--- src/rtl/seq_alu.sv ---
// Registered W-bit ALU with a CZN flag register and a multi-cycle shift-add multiplier.
// Single-cycle ops return in one cycle; MUL iterates W cycles behind a start/busy/done handshake.
module seq_alu #(
  parameter int W  = 8,
  parameter int CW = $clog2(W) + 1
) (
  input  logic         clk,
  input  logic         rst,
  input  logic         start,
  input  logic [2:0]   opcode,
  input  logic [W-1:0] alu_in1,
  input  logic [W-1:0] alu_in2,
  output logic [W-1:0] alu_out,
  output logic [W-1:0] alu_out_hi,
  output logic [2:0]   czn,
  output logic         busy,
  output logic         done
);

  localparam logic [0:0] IDLE    = 1'b0;
  localparam logic [0:0] MUL_RUN = 1'b1;

  localparam logic [2:0] OP_ADD = 3'd0;
  localparam logic [2:0] OP_ADC = 3'd1;
  localparam logic [2:0] OP_SUB = 3'd2;
  localparam logic [2:0] OP_SBB = 3'd3;
  localparam logic [2:0] OP_AND = 3'd4;
  localparam logic [2:0] OP_OR  = 3'd5;
  localparam logic [2:0] OP_XOR = 3'd6;
  localparam logic [2:0] OP_MUL = 3'd7;

  logic [0:0]     state;
  logic [CW-1:0]  cnt;
  logic [2*W-1:0] acc;
  logic [2*W-1:0] mul_a;
  logic [W-1:0]   mul_b;
  logic [2*W-1:0] acc_nxt;
  logic [W:0]     ext;
  logic [W-1:0]   res;
  logic           c_nxt;

  assign busy = (state == MUL_RUN);

  // Arithmetic in W+1 bits: bit W is carry-out for adds and borrow for subtracts.
  always_comb begin
    ext   = '0;
    c_nxt = czn[0];
    case (opcode)
      OP_ADD: begin
        ext   = {1'b0, alu_in1} + {1'b0, alu_in2};
        c_nxt = ext[W];
      end
      OP_ADC: begin
        ext   = {1'b0, alu_in1} + {1'b0, alu_in2} + {{W{1'b0}}, czn[0]};
        c_nxt = ext[W];
      end
      OP_SUB: begin
        ext   = {1'b0, alu_in1} - {1'b0, alu_in2};
        c_nxt = ext[W];
      end
      OP_SBB: begin
        ext   = {1'b0, alu_in1} - {1'b0, alu_in2} - {{W{1'b0}}, czn[0]};
        c_nxt = ext[W];
      end
      OP_AND:  ext = {1'b0, alu_in1 & alu_in2};
      OP_OR:   ext = {1'b0, alu_in1 | alu_in2};
      OP_XOR:  ext = {1'b0, alu_in1 ^ alu_in2};
      default: ext = '0;
    endcase
    res = ext[W-1:0];
  end

  // Multiplicand shifts left and multiplier shifts right, so mul_b[0] is B[counter].
  assign acc_nxt = acc + (mul_b[0] ? mul_a : '0);

  always_ff @(posedge clk or posedge rst) begin
    if (rst) begin
      state      <= IDLE;
      cnt        <= '0;
      acc        <= '0;
      mul_a      <= '0;
      mul_b      <= '0;
      alu_out    <= '0;
      alu_out_hi <= '0;
      czn        <= 3'b000;
      done       <= 1'b0;
    end else begin
      done <= 1'b0;
      if (state == IDLE) begin
        if (start) begin
          if (opcode == OP_MUL) begin
            mul_a <= {{W{1'b0}}, alu_in1};
            mul_b <= alu_in2;
            acc   <= '0;
            cnt   <= '0;
            state <= MUL_RUN;
          end else begin
            alu_out    <= res;
            alu_out_hi <= '0;
            czn        <= {res[W-1], (res == '0), c_nxt};
            done       <= 1'b1;
          end
        end
      end else begin
        acc   <= acc_nxt;
        mul_a <= mul_a << 1;
        mul_b <= mul_b >> 1;
        cnt   <= cnt + 1'b1;
        if (cnt == CW'(W - 1)) begin
          alu_out    <= acc_nxt[W-1:0];
          alu_out_hi <= acc_nxt[2*W-1:W];
          czn        <= {acc_nxt[W-1], (acc_nxt == '0), (acc_nxt[2*W-1:W] != '0)};
          done       <= 1'b1;
          state      <= IDLE;
        end
      end
    end
  end

endmodule

--- config.mk ---
export PLATFORM = sky130hd
export DESIGN_NAME = seq_alu
export DESIGN_NICKNAME = d
export VERILOG_FILES = /design/src/rtl/seq_alu.sv
export SDC_FILE = /design/constraint.sdc
export NUM_CORES = 1
export LEC_CHECK = 0
export CORE_UTILIZATION = 59
export DETAILED_ROUTE_END_ITERATION = 10
export PLACE_DENSITY_LB_ADDON = 0.12
export SLEW_MARGIN = 0
export SYNTH_ARGS = -nofsm -noshare
export SYNTH_HDL_FRONTEND = slang
export SYNTH_SLANG_ARGS = --single-unit
--- constraint.sdc ---
create_clock -name clk -period 4.42 [get_ports clk]
set_clock_uncertainty 0.2 [all_clocks]
set_input_delay 0.663 -clock clk [delete_from_list [all_inputs] [get_ports clk]]
set_output_delay 0.663 -clock clk [all_outputs]
set_load 0.05 [all_outputs]
Word-level counts from Yosys, hierarchy flattened --
Index checks and enable logic that the tools add are counted.
Cells by class: reductions and logical operators 10, bitwise logic cells 3, muxes and demuxes 35, eq/ne operators 10, add/sub/neg operators 6
Operators by type and width (count):
- two-way mux 16 bit | 7
- two-way mux 8 bit | 11
- case mux 8 bit (7 select lines) | 1
- adder 16 bit | 1
- logical NOT 16 bit | 1
- equality test 3 bit, second input constant | 4
- two-way mux 3 bit | 4
- two-way mux 4 bit | 3
- adder 8 x 8 -> 9 bit | 1
- adder 9 x 1 -> 9 bit | 1
- subtractor 8 x 8 -> 9 bit | 1
- subtractor 9 x 1 -> 9 bit | 1
- bitwise AND 8 bit | 1
- logical NOT 8 bit | 1
- two-way mux 1 bit | 8
- bitwise OR 8 bit | 1
- nonzero test 8 bit | 1
- bitwise XOR 8 bit | 1
- equality test 3 x 2 -> 1 bit, second input constant | 2
- nonzero test 5 bit | 1
- adder 4 x 1 -> 4 bit, second input constant | 1
- equality test 4 x 3 -> 1 bit, second input constant | 1
- case mux 1 bit (4 select lines) | 1
- AND reduction 4 bit | 1
- 7 further kinds | 8
Storage, ports and cells: flip-flop bits (word level) 65, input bits 22, output and inout port bits 21, word-level logic and storage cells 74

Logic depth before layout (Yosys ltp) --
Gate-level depths: netlist (run 1).
depth after elaboration 7, depth in mapped cells 13

Least setup slack after synthesis (run 1) --
Ideal clock, no wire load.
path type input to register, start in alu_in1[0], end reg czn[1], path slack 999 ps, setup time 69 ps, arrival time 3152 ps, stages 12, buffers on the path 0, data required time 4151 ps, cell sequence inv_1 ha_1 fa_1 nor2_1 o21ai_0 xnor2_1 nand3_1 nor4_1 mux2i_1 a221oi_1 or4_1 nand3_1
Between the ends: word-level cells in the longest chain between the ends 7, elaborated cells on any way between the ends 12, those cells by class add/sub: 4; mux: 4; bitwise: 3; reduce/logical: 1
Ends and longest elaborated chain:
- from (decl) | line 11 | input logic [W-1:0] alu_in1,
- subtractor 8 x 8 -> 9 bit / adder 8 x 8 -> 9 bit (equally long branches)
- subtractor 9 x 1 -> 9 bit / adder 9 x 1 -> 9 bit (equally long branches) | line 62, 54
- case mux 8 bit (7 select lines) (*) | line 48 | case (opcode)
- logical NOT 8 bit (*) | line 100 | czn <= {res[W-1], (res == '0), c_nxt};
- two-way mux 3 bit (*) | line 91 | if (opcode == OP_MUL) begin
- two-way mux 3 bit (*) | line 90 | if (start) begin
- two-way mux 3 bit (*) | line 89 | if (state == IDLE) begin
- to (signal assigned) | line 100
- to (signal assigned) | line 112 | czn <= {acc_nxt[W-1], (acc_nxt == '0), (acc_nxt[2*W-1:W] != '0)};
- to (decl) | line 15 | output logic [2:0] czn,
Every way passes the cells marked *; elsewhere a longest branch is shown, timed or not. The select of a mux whose other input is x is not followed. A chain may end at the register's enable or synchronous reset.

Worst setup path in the final report (run 1) --
start in alu_in2[0], end reg czn[1]
Between the ends: word-level cells in the longest chain between the ends 7, elaborated cells on any way between the ends 12, those cells by class add/sub: 4; mux: 4; bitwise: 3; reduce/logical: 1
Ends and longest elaborated chain:
- from (decl) | line 12 | input logic [W-1:0] alu_in2,
- subtractor 8 x 8 -> 9 bit / adder 8 x 8 -> 9 bit (equally long branches)
- subtractor 9 x 1 -> 9 bit / adder 9 x 1 -> 9 bit (equally long branches) | line 62, 54
- case mux 8 bit (7 select lines) (*) | line 48
- logical NOT 8 bit (*) | line 100
- two-way mux 3 bit (*) | line 91
- two-way mux 3 bit (*) | line 90
- two-way mux 3 bit (*) | line 89
Marked as above.

==> flow_metrics.tcl, run 1 <==
set metrics [dict create \
    status "completed" \
    routed_wl_um 13400 \
    hold_buffers 0 \
    clock_sinks 64 \
    overflow 0 \
    htreeDepth 3 \
    die_w_um 95.8 \
    maxCapViolCount 0 \
    cts_tree "yes" \
    via_count 4658 \
    ys_ff_latch 64 \
    multi_input_area_um2 3320 \
    grt_pass1_vias 4347 \
    avgSynthCellArea_um2 8.21 \
    antenna_found_initial 0 \
    grt_pass1_wl_um 21800 \
    required_ns 4.50 \
    mostFrequentLayoutCell "nand2_1" \
    synth-seq-area-share_pct 30.9 \
    cts_root_buffer "clkbuf_8" \
    whs_endpoint "alu_out[1]$_DFFE_PP0P_" \
    first_pass_iters 5 \
    hpwl_um 10300 \
    synth-edff-count 0 \
    portBuffers 42 \
    viasPerCell 6.04 \
    wire_per_inst_um 17.4 \
    start_util_pct 61.9 \
    drive_above_1_share_pct 6.16 \
    core_area_um2 8380 \
    syn_inst 632 \
    ir_worst_vdd_mv 0.340 \
    tightest_slew_ns 0.898 \
    rr_worst_depth 12 \
    cts_setup_buffers 0 \
    num_antenna_cells 0 \
    gp_congestion 0.946 \
    drv_slew 0 \
    netlist_area_um2 5190 \
    setup_viol 0 \
    fillers 709 \
    final_cell_mix "nand2_1 (94), dfrtp_1 (63), o21ai_0 (60), nor2_1 (49), ha_1 (44)" \
    rr_startpoint "mul_b[0]$_DFFE_PP0P_" \
    clkTransAtPathRegs_ns 0.08 \
    leakage_uw 0.00269 \
    hold_path.class "flop to flop" \
    rows 33 \
    postRouteAntennaNets 0 \
    synth_cell_types 70 \
    synth.area.top_cells "dfrtp_1 (31%), ha_1 (11%), nand2_1 (6.8%)" \
    post_cts_resize_count 0 \
    synth_area_leader_cell "dfrtp_1" \
    ff_latch_area_um2 1600 \
    drc 0 \
    hold_depth 2 \
    power_density_nw_per_um2 482 \
    r2r_slack_ns 0.66 \
    io_pins 43 \
    layout_min_cycle_time_ns 3.85 \
    critPathArrivalTime_ns 3.93 \
    track_usage_pct 31.5 \
    slew_headroom_pct 40.0 \
    synthArstFlopShare_pct 100 \
    syn_nets 701 \
    fin_util_pct 69.7 \
    path_max_fanout 4 \
    rsz0062_at_grt "false" \
    first_iter_violations 395 \
    setup_tns_ns 0 \
    fp.dieH_um 95.8 \
    worstSetupPathType "input pin to flop" \
    finalHoldViolations 0 \
    yosysWarnings 0 \
    min_from "alu_out[1]$_DFFE_PP0P_" \
    synth_ff_type "dfrtp_1" \
    clock_latency_ns 0.34 \
    dieArea_um2 9180 \
    rr_endpoint "czn[1]$_DFFE_PP0P_" \
    cts.path.max_buffers 2 \
    nNetsFinal 730 \
    crit_path_end_kind "flop" \
    critPathLaunchType "input pin" \
    post-route-period-util_pct 87.1 \
    fmax_ghz 0.260 \
    synth.top_cell.area_share_pct 30.9 \
    cts_buffers 9 \
    areaGrowthSynthToFinish_pct 12.6 \
    grt_max_degree 71 \
]
-- metrics by stage --
step / total power, uW / setup WS [ns] / cells / cell area [um^2] / hold slack (ns)
after global routing: 3020 / 0.339 / 771 / 5840 / 0.314
after detailed placement: 2350 / 0.252 / 755 / 5660 / 0.266
after floorplan: 1950 / 0.999 / 632 / 5190 / 0.250
after CTS: 2820 / 0.607 / 771 / 5840 / 0.285
final: 2820 / 0.569 / 771 / 5840 / 0.280
after global placement: 2300 / 0.379 / 755 / 5660 / 0.254
-- critical path: stages --
cell and delay (ns):
clkdlybuf4s50_1 0.47, ha_1 0.29, fa_1 0.50, a211oi_4 0.34
o21ai_2 0.11, a21oi_2 0.19, xnor2_1 0.17, a221o_1 0.39
nor3_2 0.12, o21ai_1 0.10, or4_1 0.51, nand3_1 0.09
-- sequential cells by signal, indices dropped and copies added, names as in the netlist, 2 cells and up --
signal,flops
acc,16
mul_a,16
alu_out,8
alu_out_hi,8
mul_b,8
cnt,4
czn,2
-- kinds of logic after synthesis --
kind of cell               after synthesis  share of synthesized area [%]
AOI/OAI and AO/OA                      173                           21.9
xor gates and xnor gates                34                           5.88
adders and majority gates               47                           11.8
buffers and inverters                   65                           5.18
DFF                                     64                           30.9
muxes                                   12                           2.60
and+or+nand+nor                        237                           21.8
-- cells in the mapped netlist (5+ instances only) --
cell / count
a21o_1: 9
a21oi_1: 38
a22o_1: 10
and2_1: 17
and3_1: 11
buf_1: 9
clkbuf_1: 18
dfrtp_1: 64
ha_1: 44
inv_1: 31
mux2i_1: 9
nand2_1: 94
nand2b_1: 6
nand3_1: 17
nor2_1: 49
nor2b_1: 5
nor3_1: 12
o211ai_1: 5
o21ai_0: 60
o22ai_1: 6
xnor2_1: 22
xor2_1: 11
-- layout make-up --
cell class	instances	share of cell area [%]
Clock buffer	10	2.36
Multi-Input combinational cell	503	56.8
Timing Repair Buffer	51	8.35
Sequential cell	64	27.4
Clock inverter	6	0.728
Tap cell	105	2.25
Inverter	32	2.06
-- power breakdown --
group,switching (uW),internal (uW)
sequential,159,782
clock,245,220
combinational,904,508
total,1310,1510
-- layer usage --
| layer | part of all wire (%) | GRT usage [%] | wire [um] | vias up |
|---|---|---|---|---|
| met3 | 6.5 | 4.74 | 877 | 15 |
| met4 | 1.1 | 7.34 | 142 | 0 |
| met5 | 0 | 0 | 0 | - |
| met1 | 49 | 47.8 | 6570 | 2192 |
| li1 | - | - | - | 2278 |
| met2 | 43 | 47.0 | 5820 | 173 |
-- worst max path at each step --
| stage | to | startpoint | slack [ns] | depth (start not counted) |
|---|---|---|---|---|
| 2_1_floorplan | czn[1]$_DFFE_PP0P_ | alu_in1[0] | 1.0 | 12 |
| 3_3_place_gp | czn[1]$_DFFE_PP0P_ | alu_in1[1] | 0.38 | 12 |
| 3_5_place_dp | czn[1]$_DFFE_PP0P_ | alu_in1[0] | 0.25 | 12 |
| 4_1_cts | czn[1]$_DFFE_PP0P_ | alu_in1[0] | 0.61 | 13 |
| 5_1_grt | czn[1]$_DFFE_PP0P_ | alu_in1[2] | 0.34 | 12 |
| 6_report | czn[1]$_DFFE_PP0P_ | alu_in2[0] | 0.57 | 12 |
No activity file was read; power rests on OpenSTA's default activity.
==> run 2, diff against run 1 <==
Settings changed: CORE_MARGIN set to 4, CTS_CLUSTER_DIAMETER set to 120.
==> flow_metrics.tcl, run 2 (synthesized netlist as in run 1, its figures left out) <==
set metrics [dict create \
    postRouteAntennaNets 0 \
    post-route-period-util_pct 87.5 \
    path_cells "clkdlybuf4s50_1 > inv_1 > ha_1 > fa_1 > nor2_1 > o21ai_0 > xnor2_1 > buf_4 > nand4bb_4 > nor3_1 > or3_1 > a41oi_1 > a221oi_1 > a31oi_1" \
    track_usage_pct 29.0 \
    via_count 4842 \
    cts_tree "yes" \
    use_met2_pct 43.1 \
    leakage_uw 0.00273 \
    cts.path.max_buffers 2 \
    htreeDepth 3 \
    dieArea_um2 10400 \
    crit_path_end_kind "flop" \
    finalPower_uw 2920 \
    overflow 0 \
    clock_latency_ns 0.34 \
    post_cts_resize_count 0 \
    nNetsFinal 736 \
    dp_cells 761 \
    hold_buffers 0 \
    finalHoldViolations 0 \
    path_max_fanout 3 \
    rows 33 \
    critPathArrivalTime_ns 3.86 \
    layout_min_cycle_time_ns 3.87 \
    cts_root_buffer "clkbuf_8" \
    fmax_ghz 0.259 \
    clkTransAtPathRegs_ns 0.08 \
    areaGrowthSynthToFinish_pct 14.0 \
    drive_above_1_share_pct 6.85 \
    setup_viol 0 \
    status "completed" \
    grt_pass1_wl_um 23400 \
    drv_slew 0 \
    ir_worst_vdd_mv 0.342 \
    layout_setup_ws_ns 0.554 \
    portBuffers 42 \
    top_regs "acc (16), mul_a (16)" \
    grt_max_degree 49 \
    viasPerCell 6.23 \
    clock_sinks 64 \
    path_delay_family "buffers and inverters" \
    io_pins 43 \
    antenna_found_initial 0 \
    crit_path_max_incr_delay_ns 0.51 \
    critPathBufInv 3 \
    critPathLaunchType "input pin" \
    setup_tns_ns 0 \
    rsz0062_at_grt "false" \
    grt_pass1_vias 4646 \
    power_density_nw_per_um2 494 \
    wire_per_inst_um 18.1 \
    r2r_slack_ns 0.86 \
    drc 0 \
    post-place-ws_ns 0.216 \
    slew_headroom_pct 48.5 \
    mostFrequentLayoutCell "nand2_1" \
    fp.dieH_um 102 \
    post_dp_cell_area_um2 5710 \
    first_iter_violations 390 \
    worstSetupPathType "input pin to flop" \
    core_area_um2 8380 \
    hpwl_um 10900 \
    instances_no_fill 777 \
    fillers 709 \
    cts_buffers 9 \
    required_ns 4.41 \
    cts_setup_buffers 0 \
    die_w_um 102 \
    grt-busiest-layer "met2" \
    start_util_pct 61.9 \
    final_cell_mix "nand2_1 (94), dfrtp_1 (63), o21ai_0 (60), nor2_1 (49), ha_1 (44)" \
    grtUsageMet3_pct 6.27 \
    hold_path.class "flop to flop" \
    tightest_slew_ns 0.769 \
    critPathSlowestCell "clkdlybuf4s50_1" \
    routed_wl_um 14100 \
    grt.met1_usage_pct 42.4 \
    num_antenna_cells 0 \
    maxCapViolCount 0 \
    first_pass_iters 5 \
    design_area_um2 5920 \
    gp_congestion 0.875 \
]
run 2: cell count changes in the layout (fill, tap and decap cells not counted), sizes merged:
cell | before | now
inv | 32 | 31
buf | 9 | 15
bufinv | 0 | 1
clkinvlp | 2 | 3
clkbuf | 10 | 12
clkinv | 4 | 1
run 2: layout make-up:
class,instances,area (um^2),area share (%)
clock buffer,12,155,2.62
sequential,64,1600,27.1
timing repair buffer,57,533,9.01
tap,105,131,2.22
clock inverter,4,52.6,0.888
inverter,32,120,2.03
multi-input combinational,503,3320,56.1
run 2: through the flow:
step	util, %	hold WS, ns
after floorplan	-	0.250
after CTS	70.6	0.287
after detailed placement	68.1	0.269
after global routing	70.6	0.316
after global placement	68.1	0.252
final	70.6	0.279
run 2: path summary, 6_finish.rpt:
path                                       from                         to  cells past startpoint
setup / recovery                     alu_in1[0]         czn[0]$_DFFE_PP0P_                     14
hold / removal             mul_b[2]$_DFFE_PP0P_       mul_b[1]$_DFFE_PP0P_                      2
setup reg to reg           mul_b[0]$_DFFE_PP0P_         czn[1]$_DFFE_PP0P_                     12
hold reg to reg            mul_b[2]$_DFFE_PP0P_       mul_b[1]$_DFFE_PP0P_                      2
max in group asynchronous                   rst       mul_b[3]$_DFFE_PP0P_                      3
min in group asynchronous                   rst  alu_out_hi[3]$_DFFE_PP0P_                      2
run 2: power breakdown:
part | internal, uW | switching [uW] | leakage, uW
clock | 292 | 238 | 0.0000948
combinational | 520 | 911 | 0.00178
sequential | 782 | 178 | 0.000857
run 2: routing by layer:
metal | vias up | wire (um)
met5 | - | 0
met4 | 0 | 255
met3 | 23 | 1270
met2 | 208 | 6170
met1 | 2309 | 6380
li1 | 2302 | -
run 2: tightest hold or removal path, cell delays in order (launching register included):
cell     delay (ns)
dfrtp_1        0.34
nand2_1        0.05
o21ai_0        0.06
==> run 3, diff against run 2 <==
Settings changed: GPL_TIMING_DRIVEN set to 0.
==> flow_metrics.tcl, run 3 (synthesized netlist as in run 1, its figures left out) <==
set metrics [dict create \
    overflow 0 \
    grt_max_degree 43 \
    die_w_um 102 \
    critPathLaunchType "input pin" \
    drive_above_1_share_pct 5.51 \
    cts.path.max_buffers 2 \
    gp_congestion 0.978 \
    core_area_um2 8380 \
    grt_pass1_vias 4502 \
    p_sw_uw 1360 \
    path_max_fanout 4 \
    rr_endpoint "czn[1]$_DFFE_PP0P_" \
    antenna_found_initial 0 \
    cts_setup_buffers 0 \
    rr_worst_depth 13 \
    required_ns 4.50 \
    r2r_slack_ns 0.66 \
    drv_slew 0 \
    setup_tns_ns 0 \
    first_pass_iters 8 \
    crit_start "alu_in2[0]" \
    failed_checks "DRC" \
    leakage_uw 0.00275 \
    p_int_uw 1690 \
    cts_buffers 9 \
    final_cell_mix "nand2_1 (94), dfrtp_1 (64), o21ai_0 (60), nor2_1 (49), ha_1 (44)" \
    hpwl_um 11100 \
    hold_depth 2 \
    via_count 4923 \
    num_antenna_cells 0 \
    finalHoldViolations 0 \
    top_regs "acc (16), mul_a (16)" \
    instances_no_fill 795 \
    clock_sinks 64 \
    power_density_nw_per_um2 508 \
    clock_latency_ns 0.35 \
    postRouteAntennaNets 0 \
    post-route-period-util_pct 92.1 \
    tightest_slew_ns 0.683 \
    start_util_pct 61.9 \
    seq_power_share_pct 30.3 \
    dieArea_um2 10400 \
    rows 33 \
    cts_root_buffer "clkbuf_8" \
    critPathArrivalTime_ns 4.15 \
    dp_cells 779 \
    hold_path.class "flop to flop" \
    rr_startpoint "mul_b[0]$_DFFE_PP0P_" \
    setup_viol 0 \
    mostFrequentLayoutCell "nand2_1" \
    fmax_ghz 0.246 \
    routed_wl_um 14300 \
    first_iter_violations 518 \
    track_usage_pct 28.9 \
    grt_pass1_wl_um 23300 \
    ir_worst_vdd_mv 0.427 \
    pwr-share-clk_pct 20.4 \
    min_from "alu_out[3]$_DFFE_PP0P_" \
    hold_slack_ns 0.278 \
    cts_tree "yes" \
    wire_per_inst_um 18.0 \
    slew_headroom_pct 54.3 \
    rsz0062_at_grt "false" \
    layout_min_cycle_time_ns 4.07 \
    nNetsFinal 754 \
    viasPerCell 6.19 \
    maxCapViolCount 0 \
    power.share.switching_pct 44.7 \
    htreeDepth 3 \
    io_pins 43 \
    portBuffers 41 \
    crit_path_end_kind "flop" \
    worstSetupPathType "input pin to flop" \
    p_comb_share_pct 49.3 \
    fp.dieH_um 102 \
    whs_endpoint "alu_out[3]$_DFFE_PP0P_" \
    areaGrowthSynthToFinish_pct 15.5 \
    status "finished with violations" \
    clkTransAtPathRegs_ns 0.07 \
    drc 1 \
]
[run 3: cell types whose count changed in the layout (fill, tap and decap cells not counted), sizes merged]
cell	previous run	this run
clkdlybuf4s50	42	41
clkbuf	12	28
bufinv	1	3
clkinvlp	3	1
buf	15	16
clkinv	1	3
[run 3: worst max path at each step]
stage                               endpoint
after floorplan           czn[1]$_DFFE_PP0P_
after global placement    czn[1]$_DFFE_PP0P_
after detailed placement  czn[1]$_DFFE_PP0P_
after CTS                 czn[1]$_DFFE_PP0P_
after global routing      czn[1]$_DFFE_PP0P_
final                     czn[1]$_DFFE_PP0P_
[run 3: power by group through the flow]
stage	Combinational, uW	Sequential (uW)	Clock, uW
after floorplan	833	1110	0
after global placement	1430	917	0
after detailed placement	1470	930	0
after CTS	1480	921	617
after global routing	1640	950	650
final	1500	925	622
[run 3: area by class of cell]
class / count / area, um^2
fillers: 668 / 2390
plain buffers: 33 / 149
clock buffers: 10 / 128
repair buffers: 42 / 430
well taps: 105 / 131
inverters: 32 / 120
clock inverters: 6 / 108
flip-flops and latches: 64 / 1600
multi-input cells: 503 / 3330
[run 3: what timing repair did]
item | CTS | global route
setup endpoints to repair | 0 | 1
gates resized for setup | 0 | 1
endpoints found under the hold margin | 0 | 0
hold buffers | 0 | 0
[run 3: critical path, cell delays in order]
cell	delay, ns
clkdlybuf4s50_1	0.54
ha_1	0.32
fa_1	0.52
ha_1	0.31
mux4_2	0.45
o21ai_0	0.37
nor4b_1	0.30
nand3_1	0.13
or4_1	0.44
nand3_1	0.10
[run 3: metrics by stage]
step	total power, uW	utilization (%)	instance area (um^2)	setup slack [ns]
after floorplan	1950	-	5190	0.999
after global placement	2350	68.4	5730	-0.100
after detailed placement	2400	68.6	5750	-0.114
after CTS	3020	71.4	5990	0.216
after global routing	3240	71.5	6000	0.158
final	3050	71.5	6000	0.347
[run 3: routing by layer]
layer / vias to the layer above / wire length (um) / track usage (%)
met1: 2326 / 6320 / 42.6
met2: 240 / 6350 / 43.5
met4: 0 / 249 / 6.75
met5: - / 0 / 0
met3: 26 / 1410 / 6.20
li1: 2331 / - / -
